### src/rtl/sys_ctrl_multi.sv
// System control block on the IOC register bus.
// Holds the read-only ID registers, sticky error capture with a mask and an
// interrupt, a scratch register, and N soft-reset channels with fixed-length
// pulses. A power-on reset sequence runs on every channel.

// One soft-reset channel: a down-counter that is loaded by a trigger, with a
// registered busy flag.
module sys_ctrl_rst_ch #(
   parameter int RST_CYCLES = 16
) (
   input  logic i_sys_clk,
   input  logic i_reset,
   input  logic i_trig,
   output logic o_busy
);
   localparam logic [7:0] RST_LD = 8'(RST_CYCLES);

   logic [7:0] cnt_q, cnt_d;
   logic       busy_q;

   // A trigger reloads the full length, so a retrigger extends the pulse.
   // Otherwise the counter runs down and stops at zero.
   always_comb begin
      cnt_d = cnt_q;
      if (i_trig)
         cnt_d = RST_LD;
      else if (cnt_q != 8'd0)
         cnt_d = cnt_q - 8'd1;
   end

   // The busy flag is decoded from the next count and then registered, so it
   // tracks cnt_q != 0 with no combinational glitches.
   always_ff @(posedge i_sys_clk) begin
      if (i_reset) begin
         cnt_q  <= RST_LD;
         busy_q <= 1'b1;
      end else begin
         cnt_q  <= cnt_d;
         busy_q <= (cnt_d != 8'd0);
      end
   end

   assign o_busy = busy_q;
endmodule

module sys_ctrl_multi #(
   parameter logic [7:0] MODULE_VER = 8'h02,
   parameter logic [7:0] SYSTEM_VER = 8'h01,
   parameter logic [7:0] MANU_ID    = 8'h01,
   parameter int         N_RST_CH   = 4,
   parameter int         RST_CYCLES = 16,
   parameter int         N_ERR      = 8
) (
   input  logic                i_sys_clk,
   input  logic                i_reset,
   input  logic                i_cs,
   input  logic [4:0]          i_ioc,
   input  logic [7:0]          i_data_in,
   input  logic                i_load_cmd,
   input  logic                i_fetch_cmd,
   output logic [7:0]          o_data_out,
   input  logic [N_ERR-1:0]    i_error_list,
   output logic                o_error_irq,
   output logic [N_RST_CH-1:0] o_soft_reset
);
   logic                wr_en, rd_en;
   logic [N_ERR-1:0]    sticky_q, sticky_d, mask_q, mask_d, clr;
   logic [7:0]          scratch_q, scratch_d, dout_q, dout_d, rdata;
   logic [7:0]          sticky8, mask8, busy8;
   logic                irq_q;
   logic [N_RST_CH-1:0] trig;

   // A write takes priority over a read. A fetch in the same cycle as a load
   // is dropped.
   assign wr_en = i_cs & i_load_cmd;
   assign rd_en = i_cs & i_fetch_cmd & ~i_load_cmd;

   // Decode the trigger and W1C strobes. Data bits above the channel or error
   // count are ignored.
   always_comb begin
      trig = '0;
      clr  = '0;
      if (wr_en && i_ioc == 5'd4) trig = i_data_in[N_RST_CH-1:0];
      if (wr_en && i_ioc == 5'd5) clr  = i_data_in[N_ERR-1:0];
   end

   genvar c;
   generate
      for (c = 0; c < N_RST_CH; c++) begin : g_ch
         sys_ctrl_rst_ch #(.RST_CYCLES(RST_CYCLES)) u_ch (
            .i_sys_clk (i_sys_clk),
            .i_reset   (i_reset),
            .i_trig    (trig[c]),
            .o_busy    (o_soft_reset[c])
         );
      end
   endgenerate

   // Zero-extend the narrow registers to the 8-bit bus width.
   always_comb begin
      sticky8 = '0;
      mask8   = '0;
      busy8   = '0;
      sticky8[N_ERR-1:0]    = sticky_q;
      mask8[N_ERR-1:0]      = mask_q;
      busy8[N_RST_CH-1:0]   = o_soft_reset;
   end

   // The read mux shows register values from before any update in the same
   // cycle.
   always_comb begin
      rdata = 8'h00;
      case (i_ioc)
         5'd0: rdata = MODULE_VER;
         5'd1: rdata = SYSTEM_VER;
         5'd2: rdata = MANU_ID;
         5'd3: rdata = sticky8;
         5'd6: rdata = mask8;
         5'd7: rdata = scratch_q;
         5'd8: rdata = busy8;
         default: rdata = 8'h00;
      endcase
   end

   // Next-state logic for the register file. An error that is set in the
   // same cycle as a clear wins over the clear.
   always_comb begin
      sticky_d  = (sticky_q & ~clr) | i_error_list;
      mask_d    = mask_q;
      scratch_d = scratch_q;
      dout_d    = dout_q;
      if (wr_en && i_ioc == 5'd6) mask_d    = i_data_in[N_ERR-1:0];
      if (wr_en && i_ioc == 5'd7) scratch_d = i_data_in;
      if (rd_en)                  dout_d    = rdata;
   end

   // Register state. Only i_reset clears it; the soft resets do not. The
   // interrupt follows the sticky and mask registers one cycle later.
   always_ff @(posedge i_sys_clk) begin
      if (i_reset) begin
         sticky_q  <= '0;
         mask_q    <= '1;
         scratch_q <= 8'h00;
         dout_q    <= 8'h00;
         irq_q     <= 1'b0;
      end else begin
         sticky_q  <= sticky_d;
         mask_q    <= mask_d;
         scratch_q <= scratch_d;
         dout_q    <= dout_d;
         irq_q     <= |(sticky_q & ~mask_q);
      end
   end

   assign o_data_out  = dout_q;
   assign o_error_irq = irq_q;
endmodule
### config.mk
export PLATFORM = sky130hd
export DESIGN_NAME = sys_ctrl_multi
export DESIGN_NICKNAME = d
export VERILOG_FILES = /design/src/rtl/sys_ctrl_multi.sv
export SDC_FILE = /design/constraint.sdc
export NUM_CORES = 1
export LEC_CHECK = 0
export BUFFER_PORTS_ARGS = -buffer_cell sky130_fd_sc_hd__buf_4
export CAP_MARGIN = 20
export CORE_ASPECT_RATIO = 1.2
export CORE_MARGIN = 5
export CORE_UTILIZATION = 60
export CTS_CLUSTER_SIZE = 24
export DETAILED_ROUTE_END_ITERATION = 7
export HOLD_SLACK_MARGIN = 0.02
export PLACE_DENSITY = 0.81
export SYNTH_ARGS = -nofsm -noshare
export SYNTH_HDL_FRONTEND = slang
export SYNTH_HIERARCHICAL = 1
export SYNTH_SLANG_ARGS = --single-unit
### constraint.sdc
create_clock -name i_sys_clk -period 3.9 [get_ports i_sys_clk]
set_input_delay 0.195 -clock i_sys_clk [delete_from_list [all_inputs] [get_ports i_sys_clk]]
set_output_delay 0.195 -clock i_sys_clk [all_outputs]
set_load 0.1 [all_outputs]
# Word-level counts from Yosys, hierarchy flattened
# Cells that the tools add are included.
dict set report op_classes {
  n_addsub 4
  n_mul 0
  n_div 0
  magnitude_cmp 0
  n_eq_ne 8
  n_shift 0
  muxes 11
  bitwise_logic 9
  reduce_logical 15
}
# cell n
set ops {}
lappend ops {{8-bit two-way mux} 9}
lappend ops {{8-bit nonzero test} 8}
lappend ops {{8-bit one-hot mux with 6 select lines} 1}
lappend ops {{8-bit by 1-bit subtractor with 8-bit output, second input constant} 4}
lappend ops {{5-bit by 3-bit equality test with 1-bit output, second input constant} 4}
lappend ops {{8-bit bitwise AND} 2}
lappend ops {{8-bit NOT} 2}
lappend ops {{5-bit by 2-bit equality test with 1-bit output, second input constant} 2}
lappend ops {{8-bit OR} 1}
lappend ops {{8-bit OR reduction} 1}
lappend ops {{5-bit by 1-bit equality test with 1-bit output, second input constant} 1}
lappend ops {{5-bit by 4-bit equality test with 1-bit output, second input constant} 1}
lappend ops {{5-bit logical NOT} 1}
lappend ops {{1-bit logical AND} 4}
lappend ops {{4-bit two-way mux} 1}
lappend ops {{1-bit bitwise AND} 3}
lappend ops {{2-bit OR reduction} 1}
lappend ops {{1-bit NOT} 1}
dict set report word_totals {
  ff_bits 69
  latchBits 0
  ramBits 0
  mem_bits_ro 0
  elab_cells 60
  memories 0
}

# Depth between registers and ports, before layout
dict set report logic_depth {
  depth_word 6
  depth_mapped 8
}

# Modules after synthesis
# Netlist, hierarchy kept.
# mod n_inst cells_each area_each_um2 seq_area_each_um2
set modules_own_cells {}
lappend modules_own_cells {sys_ctrl_rst_ch 4 64 541.8 180.2}
lappend modules_own_cells {sys_ctrl_multi 1 177 1502.7 660.6}

# Worst setup path after synthesis
# OpenSTA, ideal clock, no wires.
dict set report synth_timing {
  kind {register to register}
  startpoint {register g_ch[0].u_ch.cnt_q[0]}
  endpoint {register g_ch[0].u_ch.busy_q}
  setup_ns 0.124
  t_arrival_ns 1.687
  t_required_ns 3.776
  setup_slack_ns 2.088
  path_stages_with_launch 9
  period_less_slack_ns 1.812
  path_cell_list {dfxtp_1 inv_1 ha_1 buf_2 nor3b_1 xor2_1 nor3_1 o21ai_0 a2111o_1}
}
dict set report synth_via {
  elab_chain_len 4
  elab_cells_between_ends 5
}
# element line_no
set synth_lines {}
lappend synth_lines {{start, declared} 18} ;# logic [7:0] cnt_q, cnt_d;
lappend synth_lines {{start signal, assigned} 38} ;# cnt_q <= cnt_d;
lappend synth_lines {{8-bit by 1-bit subtractor with 8-bit output or 8-bit nonzero test (tied branches)} {28, 27}}
lappend synth_lines {{8-bit two-way mux (*)} 27} ;# else if (cnt_q != 8'd0)
lappend synth_lines {{8-bit two-way mux (*)} 25} ;# if (i_trig)
lappend synth_lines {{8-bit nonzero test (*)} 39} ;# busy_q <= (cnt_d != 8'd0);
lappend synth_lines {{end signal, assigned} 39}
lappend synth_lines {{end, declared} 19} ;# logic busy_q;
# Mark *: on every way between the ends. The rest lies on a longest branch, timed or not.
# A chain may end at the register's enable or synchronous reset.

# Final worst setup path
dict set report layout_timing {
  startpoint {register g_ch[3].u_ch.cnt_q[0]}
  endpoint {register g_ch[3].u_ch.busy_q}
}
dict set report layout_via {
  elab_chain_len 4
  elab_cells_between_ends 5
}
# element line_no
set layout_lines {}
lappend layout_lines {{start, declared} 18}
lappend layout_lines {{start signal, assigned} 38}
lappend layout_lines {{8-bit by 1-bit subtractor with 8-bit output or 8-bit nonzero test (tied branches)} {28, 27}}
lappend layout_lines {{8-bit two-way mux (*)} 27}
lappend layout_lines {{8-bit two-way mux (*)} 25}
lappend layout_lines {{8-bit nonzero test (*)} 39}
lappend layout_lines {{end signal, assigned} 39}
lappend layout_lines {{end, declared} 19}
# Marked as above.

==> impl_metrics.toml <==
[clocking]
cts_root_buffer = "clkbuf_8"
cts_buffer_depth = 2
ctsResizeCount = 0
clk_pin_slew_ns = 0.07
postCtsSetupBuffers = 0
clock_latency_ns = 0.34
clock-sinks = 69
cts_hold_buf = 0
numCtsBuffers = 9
htreeDepth = 3
cts_tree = "done"

[setup_path]
critPathSlowestCell = "a2111o_1"
cp.required_ns = 4.12
cp-start-kind = "flip-flop"
endpoint_kind = "flip-flop"
crit_arrival_ns = 2.21
worstSetupPathType = "flip-flop to flip-flop"
critical_path.max_fanout = 8
cpPeakStageDelay_ns = 0.41
crit_chain = "inv_1, ha_1, nor3b_1, xor2_1, nor3_1, o21ai_0, a2111o_1"

[power]
ir_drop_mv = 0.386
power.leakage_uw = 0.00169
total_power_uw = 2590
powerDensity_mw_per_mm2 = 623

[run]
cap_violations = 0

[global_route]
grt_max_degree = 42
grt_pass1_wl_um = 13700
antenna_found_initial = 0
grt_usage = 0.224
grt_overflow = 0
grt_pass1_vias = 3052

[floorplanning]
die_area_mm2 = 0.00779
die_w_um = 81.4
die_y_um = 95.7
num_rows = 31
start_util = 0.610
io_pins = 39
fp.coreArea_mm2 = 0.00601

[routing]
wl_per_cell_um = 14.5
num_vias = 3203
first_iter_violations = 272
drtPass1Iterations = 4
viasPerCell = 5.83
ant_nets = 0
wirelength_um = 7980
drcViolationCount = 0

[sta]
fin_setup_tns_ns = 0
rsz0062_at_grt = "false"
worstMarginPinSlew_ns = 0.860
min_period_ns = 1.99
drv_slew = 0
fmax_mhz = 502
skew_ns = 0.0110
relSlewSlack = 0.424
final_hold_viol_count = 0
setup_viol = 0
fin_crit_sh = 0.510

[placement]
dp.final_hpwl_um = 5790
gp_congestion = 0.881
dpl-instance-area_mm2 = 0.00393
portBuffers = 38

[cells_and_area]
synthToLayoutAreaGrowth_pct = 13.3
final_cell_area_mm2 = 0.00416
final_cell_mix = "nor2_1 (74), dfxtp_1 (69), buf_4 (38)"
num_antenna_cells = 0
drive_gt1_frac = 0.167
final_common_cell = "nor2_1"
num-fill-cells = 497
postLayoutCoreUtil = 0.691
layout.nets = 496

[logic_synthesis]
synth.avg_cell_area_um2 = 8.48
synth_top_cell_area_share = 0.376
ys_warn_count = 6
syn_area_mm2 = 0.00367
synth_nets = 467
ys_seq_area_frac = 0.376
syn_inst = 433
synth_seq_cells = 69
ys_types = 42
ys_top_cells_by_area = "dfxtp_1 (38%), nor2_1 (7.6%), mux2i_1 (6.3%), nand2_1 (3.5%), xnor2_1 (2.9%)"
synth_top_area_cell = "dfxtp_1"

[worst_hold_path]
hold_path_class = "input pin to flip-flop"

[outcome]
status = "finished, final reports clean"
layer usage:
layer  part of all wire  GRT usage  vias to the layer above
met3              0.058     0.0520                       14
li1                   -          -                     1586
met1               0.44      0.292                     1494
met2               0.49      0.366                      109
met4              0.016     0.0662                        0
met5                  0          0                        -
critical path, delay by kind of cell, from the launching register on:
family,cells,cell delay [ns]
AO/OA/AOI/OAI,2,0.54
XOR/XNOR,1,0.11
adder cells (fa/ha/maj),1,0.32
buffers and inverters,1,0.09
flip-flops,1,0.35
AND/OR/NAND/NOR,2,0.47
flip-flops by register name, summed over array words and instances, names as in the netlist:
signal            cells
o_error_irq           1
o_data_out            8
sticky8               8
mask8                 8
g_ch.u_ch/cnt_q      32
scratch_q             8
g_ch.u_ch/o_busy      4
final cells by class:
| type | instances | area, um2 | share of cell area |
|---|---|---|---|
| Multi-Input combinational cell | 320 | 2080 | 0.500 |
| Sequential cell | 69 | 1380 | 0.332 |
| Inverter | 23 | 86.3 | 0.0208 |
| Clock inverter | 4 | 53.8 | 0.0129 |
| Tap cell | 82 | 103 | 0.0247 |
| Timing Repair Buffer | 39 | 290 | 0.0698 |
| Clock buffer | 12 | 165 | 0.0397 |
report_power, final:
group          internal, uW  switching (uW)
clock network           350             269
registers               828             174
logic                   440             527
worst paths after layout:
path	start	end	slack (ns)	cells past startpoint
setup / recovery	g_ch[3].u_ch/cnt_q[0]$_SDFF_PP0_	g_ch[3].u_ch/o_busy$_SDFF_PP1_	1.91	7
hold / removal	i_error_list[3]	sticky8[3]$_SDFF_PP0_	0.07	3
setup reg to reg	g_ch[3].u_ch/cnt_q[0]$_SDFF_PP0_	g_ch[3].u_ch/o_busy$_SDFF_PP1_	1.91	7
hold reg to reg	o_data_out[5]$_SDFFE_PP0P_	o_data_out[5]$_SDFFE_PP0P_	0.46	2
stage by stage:
step                hold WS (ns)  setup slack (ns)  instances
finish                    0.0653              1.91        549
global route              0.0582              1.64        549
CTS                       0.0504              1.90        548
detailed placement         0.409              1.72        532
global placement           0.401              1.79        532
floorplan                  0.272              2.09        433
cells in the mapped netlist:
master,number
a2111o_1,4
a2111oi_0,4
a211oi_1,1
a21oi_1,18
a221oi_1,5
a31o_1,4
a31oi_1,8
and2_1,4
and3_1,5
and3b_1,1
and4b_1,1
buf_2,13
buf_6,4
clkbuf_1,4
dfxtp_1,69
ha_1,8
inv_1,23
mux2i_1,23
nand2_1,34
nand2_2,4
nand4_1,9
nand4bb_1,1
nor2_1,74
nor3_1,16
nor3_2,5
nor3b_1,13
nor4_1,1
nor4_2,4
nor4b_2,1
o2111ai_1,2
o211ai_1,4
o21a_1,4
o21ai_0,16
o22ai_1,2
o311ai_0,1
o32ai_2,4
or2_1,4
or2_2,1
or3_1,6
or4_4,4
xnor2_1,12
xor2_1,12
kinds of logic (layout without fill, tap and decap cells):
family | after synthesis | in the layout | share of synthesized area
simple gates | 188 | 188 | 0.269
compound gates | 77 | 77 | 0.150
flops | 69 | 69 | 0.376
buf+inv | 44 | 78 | 0.0576
xor+xnor | 24 | 24 | 0.0573
mux | 23 | 23 | 0.0627
fa+ha+maj | 8 | 8 | 0.0273
No activity file was read; power rests on OpenSTA's default activity.
